### config.mk
export PLATFORM = sky130hd
export DESIGN_NAME = regfile_wb_arbiter
export DESIGN_NICKNAME = d
export VERILOG_FILES = /design/src/rtl/cpu_pkg.sv /design/src/rtl/rr_arbiter.sv /design/src/rtl/regfile_wb_arbiter.sv
export SDC_FILE = /design/constraint.sdc
export NUM_CORES = 1
export LEC_CHECK = 0
export CORE_UTILIZATION = 39
export DETAILED_ROUTE_END_ITERATION = 7
export GPL_TIMING_DRIVEN = 0
export PLACE_DENSITY = 0.76
export SLEW_MARGIN = 20
export SYNTH_ARGS = -nofsm -noshare
export SYNTH_HDL_FRONTEND = slang
export SYNTH_SLANG_ARGS = --single-unit
### constraint.sdc
create_clock -name clk -period 3.25 [get_ports clk]
set_input_delay 0.65 -clock clk [delete_from_list [all_inputs] [get_ports clk]]
set_output_delay 0.65 -clock clk [all_outputs]
set_load 0.005 [all_outputs]
### src/rtl/cpu_pkg.sv
// Shared CPU constants: register file geometry and write-back source indices.
package cpu_pkg;
    localparam int REG_AW   = 3;
    localparam int REG_DW   = 16;
    localparam int NUM_REGS = 8;
    localparam int WB_ALU   = 0;
    localparam int WB_LOAD  = 1;
    localparam int WB_MOV   = 2;
    localparam int WB_NSRC  = 3;
endpackage

### src/rtl/rr_arbiter.sv
// Round-robin arbiter: owns the priority pointer, grants the first request at or after it.
module rr_arbiter
    import cpu_pkg::*;
#(
    parameter int NREQ = WB_NSRC
) (
    input  logic            clk,
    input  logic            rst_n,
    input  logic [NREQ-1:0] req,
    input  logic            advance,
    output logic [NREQ-1:0] gnt,
    output logic [2:0]      gnt_idx
);
    logic [2:0] r_ptr;
    int         w_s;

    // Scan from lowest to highest priority so the slot at r_ptr wins last.
    always_comb begin
        gnt     = '0;
        gnt_idx = '0;
        w_s     = 0;
        for (int k = NREQ - 1; k >= 0; k--) begin
            w_s = int'(r_ptr) + k;
            if (w_s >= NREQ) w_s = w_s - NREQ;
            if (req[w_s]) begin
                gnt      = '0;
                gnt[w_s] = 1'b1;
                gnt_idx  = 3'(w_s);
            end
        end
    end

    always_ff @(posedge clk or negedge rst_n) begin
        if (!rst_n) begin
            r_ptr <= '0;
        end else if (advance) begin
            r_ptr <= (gnt_idx == 3'(NREQ - 1)) ? 3'd0 : gnt_idx + 3'd1;
        end
    end
endmodule

### src/rtl/regfile_wb_arbiter.sv
// Register-file write-port arbiter: round-robin grant, registered write stage, r0 filter.
module regfile_wb_arbiter
    import cpu_pkg::*;
#(
    parameter int NREQ       = WB_NSRC,
    parameter int DW         = REG_DW,
    parameter int AW         = REG_AW,
    parameter int PROTECT_R0 = 0
) (
    input  logic               clk,
    input  logic               rst_n,
    input  logic               hold,
    input  logic [NREQ-1:0]    req_valid,
    input  logic [NREQ*AW-1:0] req_addr,
    input  logic [NREQ*DW-1:0] req_data,
    output logic [NREQ-1:0]    req_ready,
    output logic               wr_en,
    output logic [AW-1:0]      wr_addr,
    output logic [DW-1:0]      wr_data,
    output logic [2:0]         grant_id,
    output logic [7:0]         drop_cnt
);
    logic [NREQ-1:0] w_req;
    logic [2:0]      w_idx;
    logic            w_xfer;
    logic [AW-1:0]   w_addr;
    logic [DW-1:0]   w_data;
    logic            w_drop;

    // No grants during freeze or while reset is asserted.
    assign w_req  = req_valid & {NREQ{~hold & rst_n}};
    assign w_xfer = |req_ready;
    assign w_drop = (PROTECT_R0 != 0) && w_xfer && (w_addr == '0);

    rr_arbiter #(.NREQ(NREQ)) u_rr (
        .clk     (clk),
        .rst_n   (rst_n),
        .req     (w_req),
        .advance (w_xfer),
        .gnt     (req_ready),
        .gnt_idx (w_idx)
    );

    always_comb begin
        w_addr = '0;
        w_data = '0;
        for (int i = 0; i < NREQ; i++) begin
            if (req_ready[i]) begin
                w_addr = req_addr[i*AW +: AW];
                w_data = req_data[i*DW +: DW];
            end
        end
    end

    always_ff @(posedge clk or negedge rst_n) begin
        if (!rst_n) begin
            wr_en    <= 1'b0;
            wr_addr  <= '0;
            wr_data  <= '0;
            grant_id <= '0;
            drop_cnt <= '0;
        end else begin
            wr_en <= w_xfer && !w_drop;
            if (w_xfer) grant_id <= w_idx;
            if (w_xfer && !w_drop) begin
                wr_addr <= w_addr;
                wr_data <= w_data;
            end
            if (w_drop && drop_cnt != 8'hFF) drop_cnt <= drop_cnt + 8'd1;
        end
    end
endmodule

; After elaboration in Yosys (flattened, before gate mapping)
; Cells that the tools add are included.
[totals]
register_bits = 26
input_bits = 63
out_inout_bits = 34
wordCells = 59
[classes]
add_sub_neg = 6
magnitude_cmp = 9
eq_ne = 1
mux = 31
bitwise_logic = 3
n_reduce_logical = 4
[op_table]
columns = operator, count
row1 = $ge A32 B1 Y1 const B, 3
row2 = $lt A32 B4 Y1 const B, 3
row3 = $mux W32, 3
row4 = $ge A32 B3 Y1 const B, 2
row5 = $sub A32 B3 Y32 const B, 2
row6 = $mux W16, 3
row7 = $mux W3, 10
row8 = $mux W1, 9
row9 = $bmux W1 S2, 3
row10 = $demux W1 S2, 3
row11 = $add A3 B1 Y4 const B, 1
row12 = $add A3 B2 Y4 const B, 1
row13 = $sub A3 B2 Y4 const B, 1
row14 = $add A3 B1 Y3 const B, 1
row15 = $and A3 B3 Y3, 1
row16 = $eq A3 B2 Y1 const B, 1
row17 = $ge A3 B2 Y1 const B, 1
row18 = $logic_and A1 B1 Y1, 3
row19 = $reduce_or A3 Y1, 1
row20 = $and A1 B1 Y1, 1
row21 = $not A1 Y1, 1

; Longest topological paths before layout
; Gate-level depths: netlist of the first run.
[logic_depth]
depth_word = 13
depth_mapped = 16
ltp_nobuf = 15

; Modules after synthesis
; From an unflattened synthesis of the first run, not the netlist that was laid out.
[hier_totals]
cells_unflattened = 239
hier_area_um2 = 2148.3
[by_module_without_submodules]
columns = mod, n_inst, cells_per_inst, area_per_inst_um2
row1 = regfile_wb_arbiter, 1, 111, 1227.4
row2 = rr_arbiter, 1, 128, 920.9

; Least setup slack after synthesis of the first run
; No wires, ideal clock.
[synth_timing]
path_kind = flip-flop to output port
from = reg u_rr.r_ptr[2]
to = out req_ready[2]
arrival_ns = 2.614
required_time_ns = 2.600
path_slack_ns = -0.014
path_stages_with_launch = 15
cell_sequence = dfrtp_1 > buf_2 > inv_1 > ha_1 > buf_2 > a21boi_4 > nor4b_1 > a221oi_1 > a21oi_1 > ha_1 > o21ai_1 > a211oi_1 > o21ai_1 > inv_2 > buf_4
[synth_between]
elab_chain_len = 10
[synth_lines]
columns = element, line_no
row1 = from (decl), rr_arbiter.sv:14  ; logic [2:0] r_ptr;
row2 = from (signal assigned), rr_arbiter.sv:37  ; r_ptr <= (gnt_idx == 3'(NREQ - 1)) ? 3'd0 : gnt_idx + 3'd1;
row3 = $add A3 B2 Y4, rr_arbiter.sv:23  ; w_s = int'(r_ptr) + k;
row4 = $sub A32 B3 Y32 / $ge A32 B3 Y1 (equally long branches), rr_arbiter.sv:24  ; if (w_s >= NREQ) w_s = w_s - NREQ;
row5 = $mux W32, rr_arbiter.sv:24
row6 = $ge A32 B1 Y1 (implied by the code) / $lt A32 B4 Y1 (equally long branches), rr_arbiter.sv:27  ; gnt[w_s] = 1'b1;
row7 = $logic_and A1 B1 Y1 (implied by the code), rr_arbiter.sv:27
row8 = $mux W1 (implied by the code), rr_arbiter.sv:27
row9 = $demux W1 S2, -
row10 = $mux W3 (2 in series), rr_arbiter.sv:25  ; if (req[w_s]) begin
row11 = $mux W3 *, rr_arbiter.sv:25
row12 = to (decl), regfile_wb_arbiter.sv:16  ; output logic [NREQ-1:0] req_ready,
; Mark *: on every way between the ends. The rest lies on a longest branch, timed or not. The select of a mux whose other input is x is not followed.

; Worst setup path after layout of the first run
; Ends and elaborated chain as after synthesis.

==> load_flow_metrics.sql, run 1 <==
INSERT INTO impl_metrics (metric_group, metric, value, unit) VALUES
('sta', 'worst_slew_pin_slew', '658', 'ps'),
('finish', 'area.growth.synth_to_final', '62.6', '%'),
('critical_path', 'critical-path-max-stage-delay', '440', 'ps'),
('finish', 'final_core_utilization', '66.9', '%'),
('place', 'place_congestion', '0.934', ''),
('cts', 'clock_tree_buf_depth', '2', ''),
('synthesis', 'synth_flop_cell', 'sky130_fd_sc_hd__dfrtp_1', ''),
('synthesis', 'syn_inst', '251', ''),
('finish', 'multi_input_comb_area', '1540', 'um2'),
('drt', 'wl', '7.12', 'mm'),
('power', 'p_leak', '1.54', 'nW'),
('status', 'violated_checks', 'negative setup slack', ''),
('die', 'die_area', '6190', 'um2'),
('die', 'ioPinCount', '97', ''),
('cts', 'tritoncts_clock_tree', 'yes', ''),
('drt', 'detail_route.wl_per_cell', '16.0', 'um'),
('drt', 'antenna_violating_nets_post_route', '0', ''),
('sta', 'hold_ws', '395', 'ps'),
('synthesis', 'synth_edf_count', '0', ''),
('place', 'io_buffer_count', '88', ''),
('cts', 'cts_made_buffers', '3', ''),
('min_path', 'worst_hold_path_type', 'in -> async', ''),
('global_routing', 'grt.total_usage', '23.3', '%'),
('place', 'placed_instances', '418', ''),
('synthesis', 'synth_cell_types', '58', ''),
('critical_path', 'cp_slowest_cell', 'sky130_fd_sc_hd__dfrtp_1', ''),
('critical_path', 'kind_of_end_point_of_the_critical_path', 'output pin', ''),
('drt', 'detail_route.drc_violations', '0', ''),
('drt', 'drt_pre_antenna_iters', '4', ''),
('synthesis', 'synthArstFlopShare', '100', '%'),
('critical_path', 'r2r_end', 'wr_addr[2]', ''),
('finish', 'fillers', '454', ''),
('status', 'status', 'complete, but fails checks', ''),
('sta', 'skew', '9.25', 'ps'),
('drt', 'initialDrtViolationCount', '127', ''),
('critical_path', 'timing.critical_path.from_type', 'flop', ''),
('critical_path', 'crit_reg_reg_startpoint', 'u_rr.r_ptr[2]', ''),
('place', 'detailedPlacementHpwl', '4.90', 'mm'),
('critical_path', 'crit_chain', 'buf_6 -> clkinvlp_4 -> ha_4 -> a21oi_2 -> ha_1 -> nor4b_4 -> nand2b_1 -> a21oi_2 -> ha_2 -> buf_6 -> o21ai_2 -> a211oi_2 -> o21ai_2 -> inv_2 -> buf_6 -> buf_6', ''),
('finish', 'seqCellArea', '653', 'um2'),
('drt', 'num_vias', '2384', ''),
('sta', 'final_tns_setup', '-4700', 'ps'),
('sta', 'post-route-worst-setup-slack', '-492', 'ps'),
('cts', 'cts_htree_levels', '1', ''),
('global_routing', 'grt_first_pass_wirelength', '11.2', 'mm'),
('die', 'start_util', '41.1', '%'),
('finish', 'n_antenna_cell', '0', ''),
('cts', 'cts-hold-fix-buffers', '0', ''),
('critical_path', 'worstPathArrival', '3090', 'ps'),
('power', 'post-layout-total-power', '0.00384', 'W'),
('power', 'worst_ir_drop_vdd', '0.514', 'mV'),
('sta', 'timing.final.setup_violations', '28', ''),
('cts', 'clk-insertion-delay-late', '270', 'ps'),
('drt', 'via_per_inst', '5.35', ''),
('critical_path', 'required', '2600', 'ps'),
('die', 'num_rows', '27', ''),
('sta', 'report.final.slew_viol_count', '0', ''),
('die', 'die-width', '78.7', 'um'),
('run', 'maxCapViolCount', '0', ''),
('global_routing', 'grt_pass1_vias', '2309', ''),
('synthesis', 'syn_area_per_cell', '9.13', 'um2'),
('critical_path', 'ff2ff_setup_slack', '-210', 'ps'),
('sta', 'final_period_util', '115', '%'),
('sta', 'slew_headroom', '56.1', '%'),
('sta', 'grt_setup_unrepaired', 'yes', ''),
('synthesis', 'yosysSeqAreaShare', '28.4', '%'),
('cts', 'post_cts_clock_slew_at_the_launch_and_capture_registers_of_the_worst_setup_and_hold_paths', '90', 'ps'),
('sta', 'finalWorstPathRequiredPeriod', '3740', 'ps'),
('synthesis', 'syn-cell-area', '2290', 'um2'),
('sta', 'finalHoldViolCount', '0', ''),
('critical_path', 'critPathMostFrequentCell', 'sky130_fd_sc_hd__buf_6', '');
placed cells by master, fill, tap and decap left out, types with 3 or more instances in the layout:
| master | netlist | routed |
|---|---|---|
| sky130_fd_sc_hd__a211oi_1 | 5 | 4 |
| sky130_fd_sc_hd__a21oi_1 | 5 | 3 |
| sky130_fd_sc_hd__a21oi_2 | 1 | 3 |
| sky130_fd_sc_hd__a221oi_2 | 18 | 20 |
| sky130_fd_sc_hd__a22oi_1 | 19 | 18 |
| sky130_fd_sc_hd__and2_1 | 3 | 3 |
| sky130_fd_sc_hd__buf_2 | 8 | 4 |
| sky130_fd_sc_hd__buf_4 | 10 | 26 |
| sky130_fd_sc_hd__buf_6 | 2 | 18 |
| sky130_fd_sc_hd__clkbuf_8 | 0 | 3 |
| sky130_fd_sc_hd__clkdlybuf4s50_1 | 0 | 84 |
| sky130_fd_sc_hd__conb_1 | 1 | 8 |
| sky130_fd_sc_hd__dfrtp_1 | 26 | 24 |
| sky130_fd_sc_hd__ha_1 | 9 | 6 |
| sky130_fd_sc_hd__inv_1 | 23 | 21 |
| sky130_fd_sc_hd__inv_2 | 4 | 5 |
| sky130_fd_sc_hd__mux2i_1 | 7 | 6 |
| sky130_fd_sc_hd__nand2_1 | 9 | 9 |
| sky130_fd_sc_hd__nand2b_1 | 5 | 5 |
| sky130_fd_sc_hd__nand3_1 | 6 | 4 |
| sky130_fd_sc_hd__nor2_1 | 25 | 24 |
| sky130_fd_sc_hd__nor2b_1 | 4 | 4 |
| sky130_fd_sc_hd__nor3_1 | 5 | 5 |
| sky130_fd_sc_hd__o21ai_0 | 6 | 6 |
| sky130_fd_sc_hd__o21ai_2 | 0 | 4 |
| sky130_fd_sc_hd__xnor2_1 | 3 | 3 |
power by group:
part           switching, W  internal [W]  total, W
registers          0.000107      0.000501  0.000608
logic               0.00140       0.00157   0.00297
clock network      0.000102      0.000165  0.000267
kinds of logic (layout without fill, tap and decap cells):
logic type | Yosys count | in the layout | synth area share [%]
compound gates | 79 | 79 | 31.9
flops | 26 | 26 | 28.4
simple gates | 73 | 73 | 17.1
other cells | 1 | 8 | 0.164
mux | 10 | 10 | 5.51
buf+inv | 50 | 166 | 10.9
fa+ha+maj | 9 | 9 | 4.91
xor+xnor | 3 | 3 | 1.15
worst max-delay path: cells and delay by family (launching register included):
kind	cells	cell delay (ps)
adder cells (fa/ha/maj)	3	790
buffers and inverters	6	640
AO/OA/AOI/OAI	5	560
flip-flops	1	440
AND/OR/NAND/NOR	2	370
repair_timing:
item	in CTS	in global routing
endpoints found under the setup margin	29	29
gates cloned	2	0
buffers inserted	21	3
endpoints found under the hold margin	0	0
pin swaps	27	11
resized for setup	53	12
synth_stat cells, drive strengths merged (2+ instances only):
library cell  number  share of area (%)
xnor2              3                1.1
nor2              26                4.6
o21ai             13                3.3
ha                 9                4.9
a31oi              2               0.55
a221oi            20                 13
nor2b              4                1.1
nand3b             2               0.65
mux2i              8                4.0
nand2              9                1.5
a21o               2               0.65
nand3              6                1.3
a211oi             5                1.6
clkbuf             3               0.49
inv               27                4.4
nand2b             5                1.4
and2               3               0.82
a22oi             19                6.2
or2                2               0.55
nor3               6                1.8
buf               20                6.0
a21bo              2               0.87
dfrtp             26                 28
a21oi              7                2.2
nor3b              2               0.65
or3                2               0.76
area by class of cell:
type / instances / area share [%]
clock inverter: 1 / 0.806
inverter: 27 / 2.82
tap: 72 / 2.42
multi-input combinational: 182 / 41.2
clock buffer: 3 / 1.11
buffer: 23 / 5.00
timing repair buffer: 112 / 29.1
sequential: 26 / 17.5
stage by stage:
stage / setup WS [ps] / cell area, um2
finish: -492 / 3730
global route: -645 / 3730
CTS: -429 / 3680
detailed placement: -977 / 3290
global placement: -1710 / 3300
floorplan: 67.4 / 2320
per-layer routing:
layer	share of wire (%)	vias to the layer above	GRT usage, %
li1	-	1156	-
met1	42	1126	30.2
met2	50	92	40.9
met3	5.6	10	2.33
met4	1.9	0	6.48
met5	0	-	0
registers in the layout, indices dropped and copies added (netlist names):
register / cells
wr_data: 16
grant_id: 3
u_rr.r_ptr: 3
wr_addr: 3
wr_en: 1
worst max-delay path by stage:
| stage | start | to | slack, ps | cells after the start |
|---|---|---|---|---|
| 2_1_floorplan | u_rr.r_ptr[1] | req_ready[2] | 70 | 13 |
| 3_3_place_gp | rst_n | req_ready[2] | -1710 | 9 |
| 3_5_place_dp | u_rr.r_ptr[2] | req_ready[2] | -980 | 15 |
| 4_1_cts | u_rr.r_ptr[2] | req_ready[0] | -430 | 16 |
| 5_1_grt | u_rr.r_ptr[2] | req_ready[2] | -640 | 16 |
| 6_report | u_rr.r_ptr[2] | req_ready[2] | -490 | 16 |
Note: power is estimated with default switching activity, not from simulation.
==> inputs of run 2 (changes only) <==
--- a/config.mk
+++ b/config.mk
@@ -8,6 +8,7 @@
 export CORE_UTILIZATION = 39
 export DETAILED_ROUTE_END_ITERATION = 7
 export GPL_TIMING_DRIVEN = 0
+export MAX_ROUTING_LAYER = met4
 export PLACE_DENSITY = 0.76
 export SLEW_MARGIN = 20
 export SYNTH_ARGS = -nofsm -noshare
==> run 2 against run 1 <==
  * The flow still finishes with violations (negative setup slack)
  * Wire length grew 3.4%
  * Non-clock buffer count grew 6
  * First-iteration DRC count grew 48%
  * Critical path type unchanged
  * Largest cell class unchanged
  * Via count grew 0.84%
  * Register-to-register slack gained 20 ps
  * Hold slack gained 5.7 ps
  * Sequential share of layout area shrank 0.18 points
  * Count of clock-buffer cells in the layout is the same
  * Clock skew shrank 2.9 ps
==> load_flow_metrics.sql, run 2 (synthesis gave the netlist of run 1 again) <==
INSERT INTO impl_metrics (metric_group, metric, value, unit) VALUES
('place', 'placed_cell_area', '3290', 'um2'),
('die', 'start_util', '41.1', '%'),
('power', 'p_leak', '1.56', 'nW'),
('cts', 'tritoncts_num_sinks', '26', ''),
('cts', 'clock_root_buffer', 'sky130_fd_sc_hd__clkbuf_8', ''),
('global_routing', 'grt_start_max_net_pins', '31', ''),
('power', 'sw_frac_of_total', '41.7', '%'),
('critical_path', 'r2r_end', 'wr_data[10]', ''),
('sta', 'worst_slew_pin_slew', '666', 'ps'),
('die', 'num_rows', '27', ''),
('sta', 'final_tns_setup', '-3200', 'ps'),
('place', 'place_congestion', '0.933', ''),
('critical_path', 'setup.worst_path.start', 'u_rr.r_ptr[2]', ''),
('drt', 'via_per_inst', '5.32', ''),
('drt', 'drt_pre_antenna_iters', '4', ''),
('die', 'coreArea', '5570', 'um2'),
('sta', 'skew', '6.39', 'ps'),
('finish', 'area.growth.synth_to_final', '64.3', '%'),
('finish', 'layout-drive-gt1-share', '30.8', '%'),
('status', 'status', 'complete, but fails checks', ''),
('place', 'detailedPlacementHpwl', '4.97', 'mm'),
('global_routing', 'grt_pass1_vias', '2292', ''),
('sta', 'report.final.slew_viol_count', '0', ''),
('power', 'worst_ir_drop_vdd', '0.489', 'mV'),
('cts', 'clk-insertion-delay-late', '270', 'ps'),
('cts', 'clock_tree_buf_depth', '2', ''),
('cts', 'cts_htree_levels', '1', ''),
('global_routing', 'grt_overflow_total', '0', ''),
('drt', 'num_vias', '2404', ''),
('finish', 'largest_register', 'wr_data', ''),
('power', 'pwr-share-comb', '77.6', '%'),
('place', 'io_buffer_count', '88', ''),
('sta', 'hold_ws', '401', 'ps'),
('sta', 'grt_setup_unrepaired', 'yes', ''),
('power', 'power.sequential.fraction', '15.4', '%'),
('finish', 'n_antenna_cell', '0', ''),
('critical_path', 'kind_of_end_point_of_the_critical_path', 'output pin', ''),
('global_routing', 'initial_antenna_violation_count', '0', ''),
('finish', 'finalNetCount', '453', ''),
('drt', 'met1Wirelength', '3.06', 'mm'),
('sta', 'max_freq', '0.278', 'GHz'),
('critical_path', 'worst-r2r-cell-count', '18', ''),
('cts', 'cts_made_buffers', '3', ''),
('finish', 'layout_commonest_cell', 'sky130_fd_sc_hd__clkdlybuf4s50_1', ''),
('run', 'maxCapViolCount', '0', ''),
('cts', 'tritoncts_clock_tree', 'yes', ''),
('critical_path', 'worstPathArrival', '2950', 'ps'),
('power', 'p_clk_share', '6.9', '%'),
('min_path', 'worst_hold_path_type', 'in -> async', ''),
('sta', 'finalHoldViolCount', '0', ''),
('sta', 'post-route-worst-setup-slack', '-351', 'ps'),
('drt', 'antenna_violating_nets_post_route', '0', ''),
('drt', 'top_layer', 'met4', ''),
('die', 'die_area', '6190', 'um2'),
('cts', 'cts-hold-fix-buffers', '0', ''),
('sta', 'slew_headroom', '55.6', '%'),
('sta', 'final_period_util', '111', '%'),
('finish', 'largest_register_ff_count', '16', ''),
('drt', 'dr_wl_met2', '3.70', 'mm'),
('critical_path', 'crit_type', 'reg -> out', ''),
('sta', 'timing.final.setup_violations', '23', ''),
('power', 'internal_power', '0.00225', 'W'),
('drt', 'routed-wl-met3', '513', 'um'),
('die', 'die-width', '78.7', 'um'),
('power', 'netSwitchingPower', '0.00161', 'W'),
('die', 'floorplan.die.height', '78.7', 'um'),
('critical_path', 'ff2ff_setup_slack', '-190', 'ps'),
('critical_path', 'timing.critical_path.from_type', 'flop', ''),
('drt', 'detail_route.wl_per_cell', '16.3', 'um'),
('power', 'powerDensity', '1030', 'nW/um2'),
('global_routing', 'grt.total_usage', '24.4', '%'),
('critical_path', 'endpoint', 'req_ready[2]', ''),
('drt', 'initialDrtViolationCount', '188', ''),
('die', 'ioPinCount', '97', ''),
('drt', 'detail_route.drc_violations', '0', ''),
('drt', 'wl', '7.37', 'mm'),
('critical_path', 'crit_reg_reg_startpoint', 'u_rr.r_ptr[2]', ''),
('finish', 'finalInstanceArea', '3770', 'um2'),
('sta', 'finalWorstPathRequiredPeriod', '3600', 'ps'),
('critical_path', 'required', '2600', 'ps'),
('finish', 'leading_cell_types_in_the_layout_fill_and_taps_excluded', '84 x sky130_fd_sc_hd__clkdlybuf4s50_1, 36 x sky130_fd_sc_hd__buf_4, 24 x sky130_fd_sc_hd__nor2_1, 24 x sky130_fd_sc_hd__dfrtp_1, 21 x sky130_fd_sc_hd__inv_1', ''),
('place', 'placement.setup.worst_slack', '-970', 'ps'),
('cts', 'post_cts_clock_slew_at_the_launch_and_capture_registers_of_the_worst_setup_and_hold_paths', '90', 'ps'),
('status', 'violated_checks', 'negative setup slack', ''),
('global_routing', 'grt_first_pass_wirelength', '11.4', 'mm'),
('critical_path', 'critPathMaxFanout', '10', '');
-- run 2: changes by cell type in the layout (fill, tap and decap cells not counted), moves of 2 or more --
cell / change
sky130_fd_sc_hd__buf_4: +10
sky130_fd_sc_hd__buf_6: -6
sky130_fd_sc_hd__ha_4: +2
sky130_fd_sc_hd__mux2i_2: +2
sky130_fd_sc_hd__mux2i_1: -2
-- run 2: cell type report --
cell class,count,area [um2]
Fill cell,452,1810
Multi-Input combinational cell,182,1550
Timing Repair Buffer,118,1110
Sequential cell,26,653
Buffer,23,190
Inverter,27,105
Tap cell,72,90.1
Clock buffer,3,41.3
Clock inverter,1,30.0
-- run 2: timing repair --
action,in CTS,in global routing
endpoints found under the hold margin,0,0
buffers inserted,21,7
gates cloned,2,0
gates resized for setup,42,20
endpoints found under the setup margin,29,29
pin swaps,13,12
-- run 2: metal layers --
layer / GRT usage [%] / vias to the layer above
met3: 3.14 / 6
met1: 30.9 / 1143
met2: 42.2 / 89
met5: - / -
met4: 3.15 / 0
li1: - / 1166
-- run 2: worst max-delay path, stage by stage (launching register included) --
cell and delay [ps]:
sky130_fd_sc_hd__dfrtp_1 420, sky130_fd_sc_hd__buf_6 130, sky130_fd_sc_hd__clkinvlp_4 130, sky130_fd_sc_hd__buf_4 180
sky130_fd_sc_hd__ha_4 180, sky130_fd_sc_hd__buf_8 140, sky130_fd_sc_hd__a21boi_4 180, sky130_fd_sc_hd__buf_4 170
sky130_fd_sc_hd__mux2i_2 320, sky130_fd_sc_hd__o21ai_1 170, sky130_fd_sc_hd__a211oi_2 280, sky130_fd_sc_hd__o21ai_2 90
sky130_fd_sc_hd__inv_2 80, sky130_fd_sc_hd__buf_6 100, sky130_fd_sc_hd__buf_6 80
-- run 2: worst min-delay path by stage --
stage | startpoint | end | slack (ps) | cells past startpoint
6_report | rst_n | wr_data[14] | 400 | 1
5_1_grt | rst_n | wr_addr[1] | 440 | 1
4_1_cts | rst_n | wr_addr[1] | 420 | 1
3_5_place_dp | grant_id[1] | grant_id[1] | 470 | 1
3_3_place_gp | grant_id[1] | grant_id[1] | 460 | 1
2_1_floorplan | rst_n | grant_id[0] | 350 | 0
-- run 2: metrics by stage --
step / power (W) / util, % / std cells
2_1_floorplan: 0.00225 / - / 258
3_3_place_gp: 0.00292 / 59.1 / 418
3_5_place_dp: 0.00298 / 59.0 / 418
4_1_cts: 0.00367 / 65.4 / 445
5_1_grt: 0.00413 / 67.6 / 452
6_report: 0.00386 / 67.6 / 452
-- run 2: power by group through the flow --
stage / Sequential [W] / Clock (W) / Combinational, W
3_3_place_gp: 0.000603 / 0 / 0.00232
5_1_grt: 0.000617 / 0.000290 / 0.00323
4_1_cts: 0.000603 / 0.000270 / 0.00280
2_1_floorplan: 0.000608 / 0 / 0.00164
6_report: 0.000596 / 0.000268 / 0.00300
3_5_place_dp: 0.000615 / 0 / 0.00237
